--- config.mk ---
export PLATFORM = sky130hd
export DESIGN_NAME = onehot_write_port
export DESIGN_NICKNAME = d
export VERILOG_FILES = /design/src/rtl/onehot_write_port.sv
export SDC_FILE = /design/constraint.sdc
export NUM_CORES = 1
export LEC_CHECK = 0
export BUFFER_PORTS_ARGS = -buffer_cell sky130_fd_sc_hd__buf_2
export CORE_ASPECT_RATIO = 0.8
export CORE_MARGIN = 3
export CORE_UTILIZATION = 48
export CTS_BUF_LIST = sky130_fd_sc_hd__clkbuf_4 sky130_fd_sc_hd__clkbuf_8
export CTS_CLUSTER_DIAMETER = 50
export DETAILED_ROUTE_END_ITERATION = 16
export GPL_TIMING_DRIVEN = 0
export HOLD_SLACK_MARGIN = 0.02
export PLACE_DENSITY_LB_ADDON = 0.25
export SYNTH_ARGS = -nofsm -noshare
export SYNTH_HDL_FRONTEND = slang
export SYNTH_SLANG_ARGS = --single-unit
--- constraint.sdc ---
create_clock -name clk_i -period 1.25 [get_ports clk_i]
set_input_delay 0.1875 -clock clk_i [delete_from_list [all_inputs] [get_ports clk_i]]
set_output_delay 0.1875 -clock clk_i [all_outputs]
set_load 0.02 [all_outputs]
--- src/rtl/onehot_write_port.sv ---
// rtl/onehot_write_port.sv - single-request write port committing through a registered one-hot select
//
// Accepts one write at a time over a valid/ready handshake, registers the
// binary address as a one-hot select, then commits the data into exactly one
// register of the bank using an AND-mask built from that select.
//
// Ports:
//   clk_i         in   1                  clock, rising edge
//   rst_i         in   1                  asynchronous active-low reset
//   wr_valid_i    in   1                  write request valid
//   wr_ready_o    out  1                  high when a request can be accepted
//   wr_addr_i     in   ADDR_W             binary register index
//   wr_data_i     in   DATA_W             write data
//   wr_ack_o      out  1                  1-cycle pulse: write committed
//   wr_err_o      out  1                  1-cycle pulse: address out of range, nothing written
//   oh_wr_addr_o  out  NUM_REGS           registered one-hot select, zero when idle
//   regs_o        out  NUM_REGS*DATA_W    register bank, reg k at [k*DATA_W +: DATA_W]

module onehot_write_port #(
    parameter int  NUM_REGS = 4,
    parameter int  DATA_W   = 8,
    localparam int ADDR_W   = (NUM_REGS > 1) ? $clog2(NUM_REGS) : 1
) (
    input  logic                         clk_i,
    input  logic                         rst_i,
    input  logic                         wr_valid_i,
    output logic                         wr_ready_o,
    input  logic [ADDR_W-1:0]            wr_addr_i,
    input  logic [DATA_W-1:0]            wr_data_i,
    output logic                         wr_ack_o,
    output logic                         wr_err_o,
    output logic [NUM_REGS-1:0]          oh_wr_addr_o,
    output logic [NUM_REGS*DATA_W-1:0]   regs_o
);

    typedef enum logic [1:0] {
        S_IDLE   = 2'd0,
        S_DECODE = 2'd1,
        S_COMMIT = 2'd2
    } state_t;

    state_t                       state;
    state_t                       next_state;

    logic [ADDR_W-1:0]            addr_q;
    logic [DATA_W-1:0]            data_q;
    logic [NUM_REGS-1:0]          oh_q;
    logic [NUM_REGS-1:0]          oh_dec;
    logic                         ack_q;
    logic                         err_q;
    logic [NUM_REGS*DATA_W-1:0]   regs_q;
    logic [NUM_REGS*DATA_W-1:0]   regs_next;

    // State register
    always_ff @(posedge clk_i or negedge rst_i) begin
        if (!rst_i) begin
            state <= S_IDLE;
        end else begin
            state <= next_state;
        end
    end

    // Next-state logic; ready depends on state only so there is no
    // combinational path from wr_valid_i to wr_ready_o.
    always_comb begin
        next_state = state;
        wr_ready_o = 1'b0;
        case (state)
            S_IDLE: begin
                wr_ready_o = 1'b1;
                if (wr_valid_i) begin
                    next_state = S_DECODE;
                end
            end
            S_DECODE: begin
                next_state = S_COMMIT;
            end
            S_COMMIT: begin
                next_state = S_IDLE;
            end
            default: begin
                next_state = S_IDLE;
            end
        endcase
    end

    // Address decode: only indices below NUM_REGS have a select bit, so an
    // out-of-range address naturally decodes to all zeros.
    always_comb begin
        oh_dec = '0;
        for (int k = 0; k < NUM_REGS; k++) begin
            oh_dec[k] = (addr_q == ADDR_W'(k));
        end
    end

    // Masked update: each register either keeps its value or takes data_q,
    // chosen by its own select bit.
    always_comb begin
        regs_next = regs_q;
        for (int k = 0; k < NUM_REGS; k++) begin
            regs_next[k*DATA_W +: DATA_W] =
                (regs_q[k*DATA_W +: DATA_W] & ~{DATA_W{oh_q[k]}}) |
                (data_q & {DATA_W{oh_q[k]}});
        end
    end

    // Datapath and registered outputs
    always_ff @(posedge clk_i or negedge rst_i) begin
        if (!rst_i) begin
            addr_q <= '0;
            data_q <= '0;
            oh_q   <= '0;
            ack_q  <= 1'b0;
            err_q  <= 1'b0;
            regs_q <= '0;
        end else begin
            ack_q <= 1'b0;
            err_q <= 1'b0;
            case (state)
                S_IDLE: begin
                    if (wr_valid_i) begin
                        addr_q <= wr_addr_i;
                        data_q <= wr_data_i;
                    end
                end
                S_DECODE: begin
                    oh_q <= oh_dec;
                end
                S_COMMIT: begin
                    regs_q <= regs_next;
                    ack_q  <= |oh_q;
                    err_q  <= ~|oh_q;
                    oh_q   <= '0;
                end
                default: begin
                    oh_q <= '0;
                end
            endcase
        end
    end

    assign wr_ack_o     = ack_q;
    assign wr_err_o     = err_q;
    assign oh_wr_addr_o = oh_q;
    assign regs_o       = regs_q;

endmodule
== After elaboration in Yosys (flattened, before gate mapping) ==
Cells that the tools add are included.
Storage, ports and cells
  logic and storage cells: 40
  input bits: 13
  register bits: 50
Operators by class
  muxes and demuxes: 6
  reduce and logical (&&, ||, !) cells: 5
  bitwise logic cells: 16
  eq/ne operators: 6
Operators by type and width (number)
  8-bit bitwise AND: 8
  8-bit inverter: 4
  8-bit OR: 4
  4-bit one-hot mux with 2 select lines: 1
  2-bit equality test (second input constant): 3
  2-bit by 1-bit equality test with 1-bit output (second input constant): 2
  2-bit zero test: 2
  2-bit one-hot mux with 2 select lines: 1
  4-bit OR reduction: 1
  1-bit 2-to-1 mux: 3
  2-bit 2-to-1 mux: 1
  2-bit inequality test (second input constant): 1
  2-bit AND reduction: 1
  1-bit zero test: 1

== Depth between registers and ports, before layout ==
  word-level depth: 3
  mapped depth: 3
  gate-level depth less buffers: 2

== Worst setup path before layout ==
OpenSTA, ideal clock, no wires.
  path kind: reg-to-reg
  from: register oh_q[1], in the netlist oh_wr_addr_o[1]
  to: register ack_q, in the netlist wr_ack_o
  stages on the path, launching flop included: 3
  arrival: 1.145 ns
  required time: 1.132 ns
  path slack: -0.013 ns
  path buffers: 0
  clock period less this slack: 1.263 ns
  path through: dfrtp_1 -> or4_1 -> nor2b_1
Between the ends
  cells in the longest elaborated chain, start to end: 2
Ends and longest elaborated chain
  start: declaration: RTL line 47  | logic [NUM_REGS-1:0] oh_q;
  start signal: assignment: RTL line 127  | oh_q <= oh_dec;
  4-bit OR reduction: RTL line 131  | ack_q <= |oh_q;
  1-bit 2-to-1 mux: RTL line 119  | case (state)
  end signal: assignment: RTL line 131
  end: declaration: RTL line 49  | logic ack_q;
No other way between the ends.
A chain may end at the register's enable or synchronous reset.

== Worst setup path after layout ==
  from: register state[1]
  to: register data_q[4]
Between the ends
  cells in the longest elaborated chain, start to end: 2
Ends and longest elaborated chain
  start: declaration: RTL line 42  | state_t state;
  start signal: assignment: RTL line 59  | state <= next_state;
  2-bit zero test: RTL line 119
  2-bit AND reduction (no line)
  end signal: assignment: RTL line 123  | data_q <= wr_data_i;
  end: declaration: RTL line 46  | logic [DATA_W-1:0] data_q;
No other way between the ends.

==> metrics.cfg <==
[outcome]
status=complete, but fails checks
violations=setup timing

[timing]
max-slew-margin-rel=0.282
setup_ws_ns=-0.159
finalMaxSlewViolations=0
finalCritPeriodShare=1.13
fmax_mhz=710
fin_worst_skew_ns=0.00403
setup_viol=43
tightest_slew_ns=1.08
fin_crit_ns=1.41
hold_viol_final=0
rsz0062_at_grt=yes

[floorplanning]
die_width_um=77.0
io_pins=52
die_h_um=62.8
core.rowCount=19
initial_core_util=0.533
core_um2=3640
die-area_um2=4840

[setup_path]
cp-startpoint=state[1]
r2r_start=state[1]
critical_path_depth=3
regToRegSetupSlack_ns=-0.16
critical_path.max_fanout=5
cp_num_buf_inv=1
crit_family=flip-flops
worstSetupStartpointType=register
endpoint=data_q[4]
path_class=register to register
crit_chain=nor3b_4 -> buf_6 -> mux2_2
arrival_ns=1.60
r2r_cells=3
max_stage_delay_ns=0.46
rr_endpoint=data_q[4]
cp-end-kind=register
cp.required_ns=1.44
critPathSlowestCell=dfrtp_2

[drt]
routed_wl_um=4010
dr.pass1.iters=4
route.detailed.wl_per_inst_um=16.6
drc=0
ant_nets=0
viasPerCell=4.98
drt-initial-drc-count=17
vias=1199

[yosys]
synth_edf_count=0
synth.area.top_cells=dfrtp_1 65%, mux2_2 24%, nand3b_4 3.1%
ys_seq_elements=50
yosysMostFrequentCell=dfrtp_1
ys_types=17
ys.flop_type=dfrtp_1
synth_top_area_frac=0.646
synth_warnings=0
async_flop_share=1.00
synthTopCellsByCount=50 x dfrtp_1, 41 x mux2_2, 5 x nand2b_1
avgSynthCellArea_um2=16.4
syn_nets=131
synth_top_area_cell=dfrtp_1
syn_area_um2=1940
synthCells=118
yosysSeqAreaShare=0.646

[cells_and_area]
multi_input_area_um2=733
seqCellArea_um2=1250
fillerInstances=285
nets=201
antennaDiodeCount=0
drive_above_1_share=0.672
final_area_um2=2570
syn2layout_area_growth_pct=32.7

[placed_design]
port_buffers=51
gp_congestion=0.724
place_area_um2=2260
hpwlAfterDp_um=2440

[flow_run]
drv_cap=0

[power_and_ir_drop]
ir_worst_vdd_mv=1.33
power_leakage_uw=0.00139
power_uw=5940
p_per_area_nw_per_um2=2310

[global_route]
grt_pass1_vias=1287
grt_max_degree=51
grt-ovfl-total=0
grt_pass1_wl_um=6240
grt_usage=0.169
antenna_found_initial=0

[clocking]
clk_latency_ns=0.30
numCtsBuffers=5
h-tree-depth=2
clock-root-buffer=clkbuf_8
clock_path_buffers=2
clock_sinks=50
tritoncts=built
cts.clk_slew.worst_paths_ns=0.08

[min_path]
hp-class=primary input to async pin

per-stage QoR:
step                      worst slack, ns  setup TNS (ns)  cells  hold WS (ns)  utilization
final                              -0.159           -2.52    241        0.0850        0.707
after global routing               -0.187           -4.13    241        0.0946        0.707
after CTS                         -0.0943           -1.82    232         0.102        0.665
after global placement            -0.0996           -1.28    221         0.416        0.621
after floorplan                  -0.00826        -0.00826    118        -0.108            -
after detailed placement           -0.122           -1.53    221         0.423        0.621
cell type report:
class | count | share of cell area
Sequential cell | 50 | 0.488
Clock buffer | 8 | 0.0428
Timing Repair Buffer | 63 | 0.143
Tap cell | 52 | 0.0253
Multi-Input combinational cell | 65 | 0.285
Buffer | 3 | 0.0156
per-layer routing:
layer | global-route usage | wire (µm)
met5 | 0 | 0
met2 | 0.272 | 1810
met3 | 0.0591 | 297
met1 | 0.203 | 1830
met4 | 0.0867 | 78
worst min path at each step:
| stage | cells after the start | endpoint | slack (ns) | start |
|---|---|---|---|---|
| floorplan | 0 | async pin | -0.11 | rst_i |
| global placement | 1 | wr_ack_o | 0.42 | rst_i |
| detailed placement | 2 | data_q[5] | 0.42 | wr_data_i[5] |
| CTS | 2 | addr_q[1] | 0.10 | wr_addr_i[1] |
| global route | 2 | data_q[5] | 0.09 | wr_data_i[5] |
| finish | 1 | async pin | 0.09 | rst_i |
placed cells by master (no fill, tap or decap):
cell type  Yosys  layout
nor2b_1        2       2
dfrtp_2        0       3
nand2b_1       5       5
clkbuf_8       0       9
nor2_1         2       1
mux2_2        41      27
mux2_4         0      15
buf_6          1       2
clkbuf_16      0       1
or4_4          0       1
nand3b_2       1       1
buf_2          0      50
nor2_2         0       1
buf_8          0       1
a21oi_1        4       4
nand3b_1       2       2
nand3b_4       3       3
buf_4          1      11
nand3_1        1       1
nor3b_4        0       1
dfrtp_1       50      47
or3b_2         1       1
power by group:
part,leakage [µW],internal (µW),switching [µW]
Sequential,0.000626,2220,394
Clock,0.0000575,559,497
Combinational,0.000710,1100,1170
Total,0.00139,3880,2060
repair_timing:
item                       4_1_cts  5_1_grt
gates resized for setup          8       21
pin swaps                        2        2
gates cloned                     0        2
hold buffers                     0        0
setup buffers                    3        7
setup endpoints to repair       18       43
logic make-up after synthesis:
| logic type | share of synthesized area |
|---|---|
| compound gates | 0.0103 |
| buf+inv | 0.0116 |
| flops | 0.646 |
| mux | 0.244 |
| simple gates | 0.0884 |
Power figures use the tool's default switching activity.
